File: src/rtl/cpu_uart_tx.sv
// cpu_uart_tx: buffers 16-bit CPU result words in a small FIFO and sends each
// word as two 8N1 UART frames, low byte first, on a registered TX line.
//
// state | meaning
// ------+-------------------------------------------------------------
// IDLE  | line high, waiting for a queued word
// START | start bit (line low) for the current byte
// DATA  | eight data bits of the current byte, LSB first
// STOP  | stop bit (line high); then next byte, next word, or IDLE
module cpu_uart_tx #(
  parameter int CLKS_PER_BIT = 16,
  parameter int FIFO_DEPTH   = 4
) (
  input  logic        clk,
  input  logic        reset,
  input  logic [15:0] data_in,
  input  logic        data_valid,
  output logic        data_ready,
  output logic        overflow,
  output logic        tx,
  output logic        busy
);

  localparam int PW = (FIFO_DEPTH > 1) ? $clog2(FIFO_DEPTH) : 1;
  localparam int BW = (CLKS_PER_BIT > 1) ? $clog2(CLKS_PER_BIT) : 1;
  localparam logic [PW:0]   DEPTH_C  = FIFO_DEPTH[PW:0];
  localparam logic [BW-1:0] BAUD_MAX = BW'(CLKS_PER_BIT - 1);

  typedef enum logic [1:0] {
    IDLE  = 2'd0,
    START = 2'd1,
    DATA  = 2'd2,
    STOP  = 2'd3
  } state_t;

  // FIFO storage and bookkeeping
  logic [15:0]   mem [FIFO_DEPTH];
  logic [PW-1:0] rd_ptr;
  logic [PW-1:0] wr_ptr;
  logic [PW:0]   count;
  logic          fifo_empty;
  logic          push_ok;
  logic          pop;

  // Transmit datapath
  state_t        state;
  state_t        state_n;
  logic [15:0]   shift;
  logic [15:0]   shift_n;
  logic [2:0]    bit_cnt;
  logic [2:0]    bit_n;
  logic          byte_sel;
  logic          byte_sel_n;
  logic [BW-1:0] baud_cnt;
  logic [BW-1:0] baud_n;
  logic          tx_d;
  logic          baud_done;

  // A push is judged against the count before the edge, so a full FIFO
  // drops the word even if the FSM pops in the same cycle.
  assign fifo_empty = (count == '0);
  assign push_ok    = data_valid && (count < DEPTH_C);
  assign data_ready = (count < DEPTH_C);
  assign busy       = (state != IDLE) || !fifo_empty;
  assign baud_done  = (baud_cnt == BAUD_MAX);

  // FIFO word storage; stale contents are harmless once the pointers reset.
  always_ff @(posedge clk) begin
    if (push_ok) begin
      mem[wr_ptr] <= data_in;
    end
  end

  // FIFO pointers, occupancy count and the registered overflow pulse.
  always_ff @(posedge clk or negedge reset) begin
    if (!reset) begin
      rd_ptr   <= '0;
      wr_ptr   <= '0;
      count    <= '0;
      overflow <= 1'b0;
    end else begin
      overflow <= data_valid && !push_ok;
      if (push_ok) begin
        wr_ptr <= wr_ptr + 1'b1;
      end
      if (pop) begin
        rd_ptr <= rd_ptr + 1'b1;
      end
      case ({push_ok, pop})
        2'b10:   count <= count + 1'b1;
        2'b01:   count <= count - 1'b1;
        default: count <= count;
      endcase
    end
  end

  // FSM state and datapath registers; tx is registered from the next state
  // so the line changes on the same edge as the state it reflects.
  always_ff @(posedge clk or negedge reset) begin
    if (!reset) begin
      state    <= IDLE;
      shift    <= '0;
      bit_cnt  <= '0;
      byte_sel <= 1'b0;
      baud_cnt <= '0;
      tx       <= 1'b1;
    end else begin
      state    <= state_n;
      shift    <= shift_n;
      bit_cnt  <= bit_n;
      byte_sel <= byte_sel_n;
      baud_cnt <= baud_n;
      tx       <= tx_d;
    end
  end

  // Next-state, pop request and next line level.
  always_comb begin
    state_n    = state;
    shift_n    = shift;
    bit_n      = bit_cnt;
    byte_sel_n = byte_sel;
    baud_n     = baud_cnt;
    pop        = 1'b0;

    case (state)
      IDLE: begin
        baud_n = '0;
        if (!fifo_empty) begin
          pop        = 1'b1;
          shift_n    = mem[rd_ptr];
          byte_sel_n = 1'b0;
          bit_n      = '0;
          state_n    = START;
        end
      end

      START: begin
        if (baud_done) begin
          baud_n  = '0;
          bit_n   = '0;
          state_n = DATA;
        end else begin
          baud_n = baud_cnt + 1'b1;
        end
      end

      DATA: begin
        if (baud_done) begin
          baud_n = '0;
          if (bit_cnt == 3'd7) begin
            state_n = STOP;
          end else begin
            bit_n = bit_cnt + 3'd1;
          end
        end else begin
          baud_n = baud_cnt + 1'b1;
        end
      end

      STOP: begin
        if (baud_done) begin
          baud_n = '0;
          if (!byte_sel) begin
            byte_sel_n = 1'b1;
            state_n    = START;
          end else if (!fifo_empty) begin
            // Next word follows with no idle gap on the line.
            pop        = 1'b1;
            shift_n    = mem[rd_ptr];
            byte_sel_n = 1'b0;
            bit_n      = '0;
            state_n    = START;
          end else begin
            state_n = IDLE;
          end
        end else begin
          baud_n = baud_cnt + 1'b1;
        end
      end

      default: begin
        state_n = IDLE;
        baud_n  = '0;
      end
    endcase

    case (state_n)
      START:   tx_d = 1'b0;
      DATA:    tx_d = shift_n[{byte_sel_n, bit_n}];
      default: tx_d = 1'b1;
    endcase
  end

endmodule

File: config.mk
export PLATFORM = sky130hd
export DESIGN_NAME = cpu_uart_tx
export DESIGN_NICKNAME = d
export VERILOG_FILES = /design/src/rtl/cpu_uart_tx.sv
export SDC_FILE = /design/constraint.sdc
export NUM_CORES = 1
export LEC_CHECK = 0
export CAP_MARGIN = 40
export CORE_MARGIN = 3
export CORE_UTILIZATION = 60
export DETAILED_ROUTE_END_ITERATION = 8
export GPL_ROUTABILITY_DRIVEN = 0
export PLACE_DENSITY_LB_ADDON = 0.1
export SLEW_MARGIN = 40
export SYNTH_ARGS = -nofsm -noshare
export SYNTH_HDL_FRONTEND = slang
export SYNTH_SLANG_ARGS = --single-unit
File: constraint.sdc
create_clock -name clk -period 6.69 [get_ports clk]
set_input_delay 1.0035 -clock clk [delete_from_list [all_inputs] [get_ports clk]]
set_output_delay 1.0035 -clock clk [all_outputs]
set_load 0.05 [all_outputs]
==> qor.yml <==
status: "completed"
die_area_sq_um: 8510
clockRootBuffer: "clkbuf_8"
tightest_slew_ns: 0.823
pwr-share-comb_pct: 33.0
core-area_sq_um: 7020
cts_made_buffers: 9
cts.clk_slew.worst_paths_ns: 0.09
synth_seq_cells: 99
die_h_microns: 92.2
cp-start-kind: "flip-flop"
drt-total-wl_microns: 7210
arrival_ns: 2.41
finalMaxSlewViolations: 0
synthTopCellsByArea: "edfxtp_1, dfrtp_1, mux4_2"
remaining_drc_errors: 0
synthToLayoutAreaGrowth_pct: 10.3
drt_iter0_drc: 116
slew-limit-headroom_pct: 45.1
synth_commonest_cells: "edfxtp_1, dfrtp_1, inv_1"
finalSetupViolCount: 0
final_nets: 338
post_cts_buffers: 0
p_switching_mw: 0.664
critPathKind: "flip-flop to output port"
r2r_start: "state[1]$_DFF_PN0_"
grt_max_degree: 36
end_kind: "output port"
synth_edf_count: 64
antenna_found_initial: 0
worstRegToRegCells: 11
clkPwrFrac_pct: 19.5
cp_data_required_time_ns: 5.69
clock_skew_ns: 0.0127
cts_resized: 0
synth_ff_type: "edfxtp_1"
syn_nets: 317
grt_use_total_pct: 19.1
grt_overflow: 0
worst_hold_slack_ns: 0.487
clock_sinks: 99
hp-class: "flip-flop to flip-flop"
p_per_area_nw_per_um2: 382
peakVddDrop_uv: 222
place_area_sq_um: 4720
ctsHoldBuffers: 0
hold_viol_final: 0
hpwl_microns: 4880
diodes: 0
antenna_left: 0
initial_core_util_pct: 63.6
rsz0062_at_grt: "no"
path_max_fanout: 17
wl_per_cell_microns: 17.7
cts_buffer_depth: 2
ys_seq_area_share_pct: 62.7
area.sequential_sq_um: 2800
cts_max_level: 3
syn-cell-area_sq_um: 4460
fillers: 485
cap_violations: 0
rrSetupSlack_ns: 3.48
placedCellCount: 392
synth_top_area_share_pct: 43.1
synthCells: 286
crit_end: "busy"
fin_area_sq_um: 4920
io_buffers: 22
ys_types: 58
period_share_pct: 51.0
io_pins: 23
switching_share_pct: 35.3
synth_warnings: 0
p_seq_share_pct: 47.5
die_x_microns: 92.2
multiInputGateArea_sq_um: 1440
grt_pass1_wl_microns: 12200
cts_tree: "done"
async_flop_share_pct: 35.4
hold-path-cell-count: 2
max_freq_ghz: 0.293
grt_pass1_vias: 2482
fin_crit_ns: 3.41
avgViaCountPerCell: 5.79
vias: 2363
crit_start: "state[1]$_DFF_PN0_"
yosys.area.top_type: "edfxtp_1"
clk_latency_ns: 0.36
synth_most_common_cell: "edfxtp_1"
first_pass_iters: 4
synth_area_per_cell_sq_um: 15.6
rows: 30
reg2reg_to: "count[2]$_DFFE_PN0P_"
drive_above_1_share_pct: 18.3
p_int_mw: 1.22
leakagePower_nw: 1.81
stdcell_count: 408
setup_tns_ns: 0
==> worst max-delay path, stage by stage (launching register included) <==
cell	delay [ns]
dfrtp_1	0.44
inv_1	0.12
ha_1	0.60
nand2_1	0.15
clkdlybuf4s50_1	0.74
==> cell type report <==
cell class              count  area share (%)
clock inverters             7            1.47
clock buffers               9            2.52
repair buffers             25            4.88
flip-flops and latches     99            56.9
well taps                  96            2.44
inverters                  34            2.59
multi-input cells         138            29.2
==> cell families (layout without fill, tap and decap cells) <==
logic type	Yosys count	after routing	synth area share [%]
flops	99	99	62.7
mux	25	25	10.6
xor+xnor	7	7	1.37
simple gates	50	50	6.70
compound gates	44	44	9.90
buf+inv	49	75	5.16
fa+ha+maj	12	12	3.53
==> flip-flops by register name (all words and copies together) (netlist names) <==
| signal | cells |
|---|---|
| shift | 16 |
| bit_cnt | 3 |
| mem | 64 |
| baud_cnt | 4 |
| overflow | 1 |
| count | 3 |
| rd_ptr | 2 |
| byte_sel | 1 |
| state | 2 |
| tx | 1 |
| wr_ptr | 2 |
==> cell usage in the layout (no fill, tap or decap), types with 3 or more instances in the layout <==
cell type,synthesis,final
and2_1,6,3
o21ai_0,5,5
inv_1,34,34
dfrtp_1,34,34
clkdlybuf4s50_1,0,21
o32ai_2,6,6
buf_4,2,4
and2_2,0,3
o32ai_1,5,5
clkbuf_8,1,9
mux4_1,3,3
nand2_1,11,11
ha_1,11,11
a31oi_1,3,3
xnor2_1,6,6
nor3_1,4,4
nor2b_1,5,5
nor2_1,6,6
a21oi_1,3,3
mux4_2,14,14
mux2i_1,8,8
a22o_1,3,3
edfxtp_1,64,64
inv_8,0,3
==> layer usage <==
layer,global-route usage (%),routed length [microns],vias up
met1,25.6,3240,1176
met4,8.29,129,0
li1,-,-,1124
met2,29.6,3530,49
met3,5.00,311,14
met5,0,0,-
==> worst min path at each step <==
stage,endpoint,startpoint
floorplan,shift[6]$_DFF_PN0_,shift[6]$_DFF_PN0_
global placement,shift[6]$_DFF_PN0_,shift[6]$_DFF_PN0_
detailed placement,shift[7]$_DFF_PN0_,shift[7]$_DFF_PN0_
CTS,shift[7]$_DFF_PN0_,shift[7]$_DFF_PN0_
global route,shift[7]$_DFF_PN0_,shift[7]$_DFF_PN0_
finish,shift[6]$_DFF_PN0_,shift[6]$_DFF_PN0_
==> metrics by stage <==
| step | worst slack, ns | utilization [%] | total power [mW] |
|---|---|---|---|
| finish | 3.28 | 70.1 | 1.88 |
| floorplan | 4.11 | - | 1.38 |
| global placement | 3.61 | 67.2 | 1.51 |
| CTS | 3.27 | 70.0 | 1.90 |
| detailed placement | 3.49 | 67.2 | 1.53 |
| global route | 3.15 | 70.1 | 2.00 |
==> power groups by stage <==
stage	logic [mW]	registers, mW	clock network [mW]
after global placement	0.609	0.903	0
after floorplan	0.513	0.863	0
after global routing	0.679	0.912	0.409
final	0.620	0.893	0.368
after CTS	0.625	0.896	0.380
after detailed placement	0.625	0.910	0
Power figures use the tool's default switching activity.
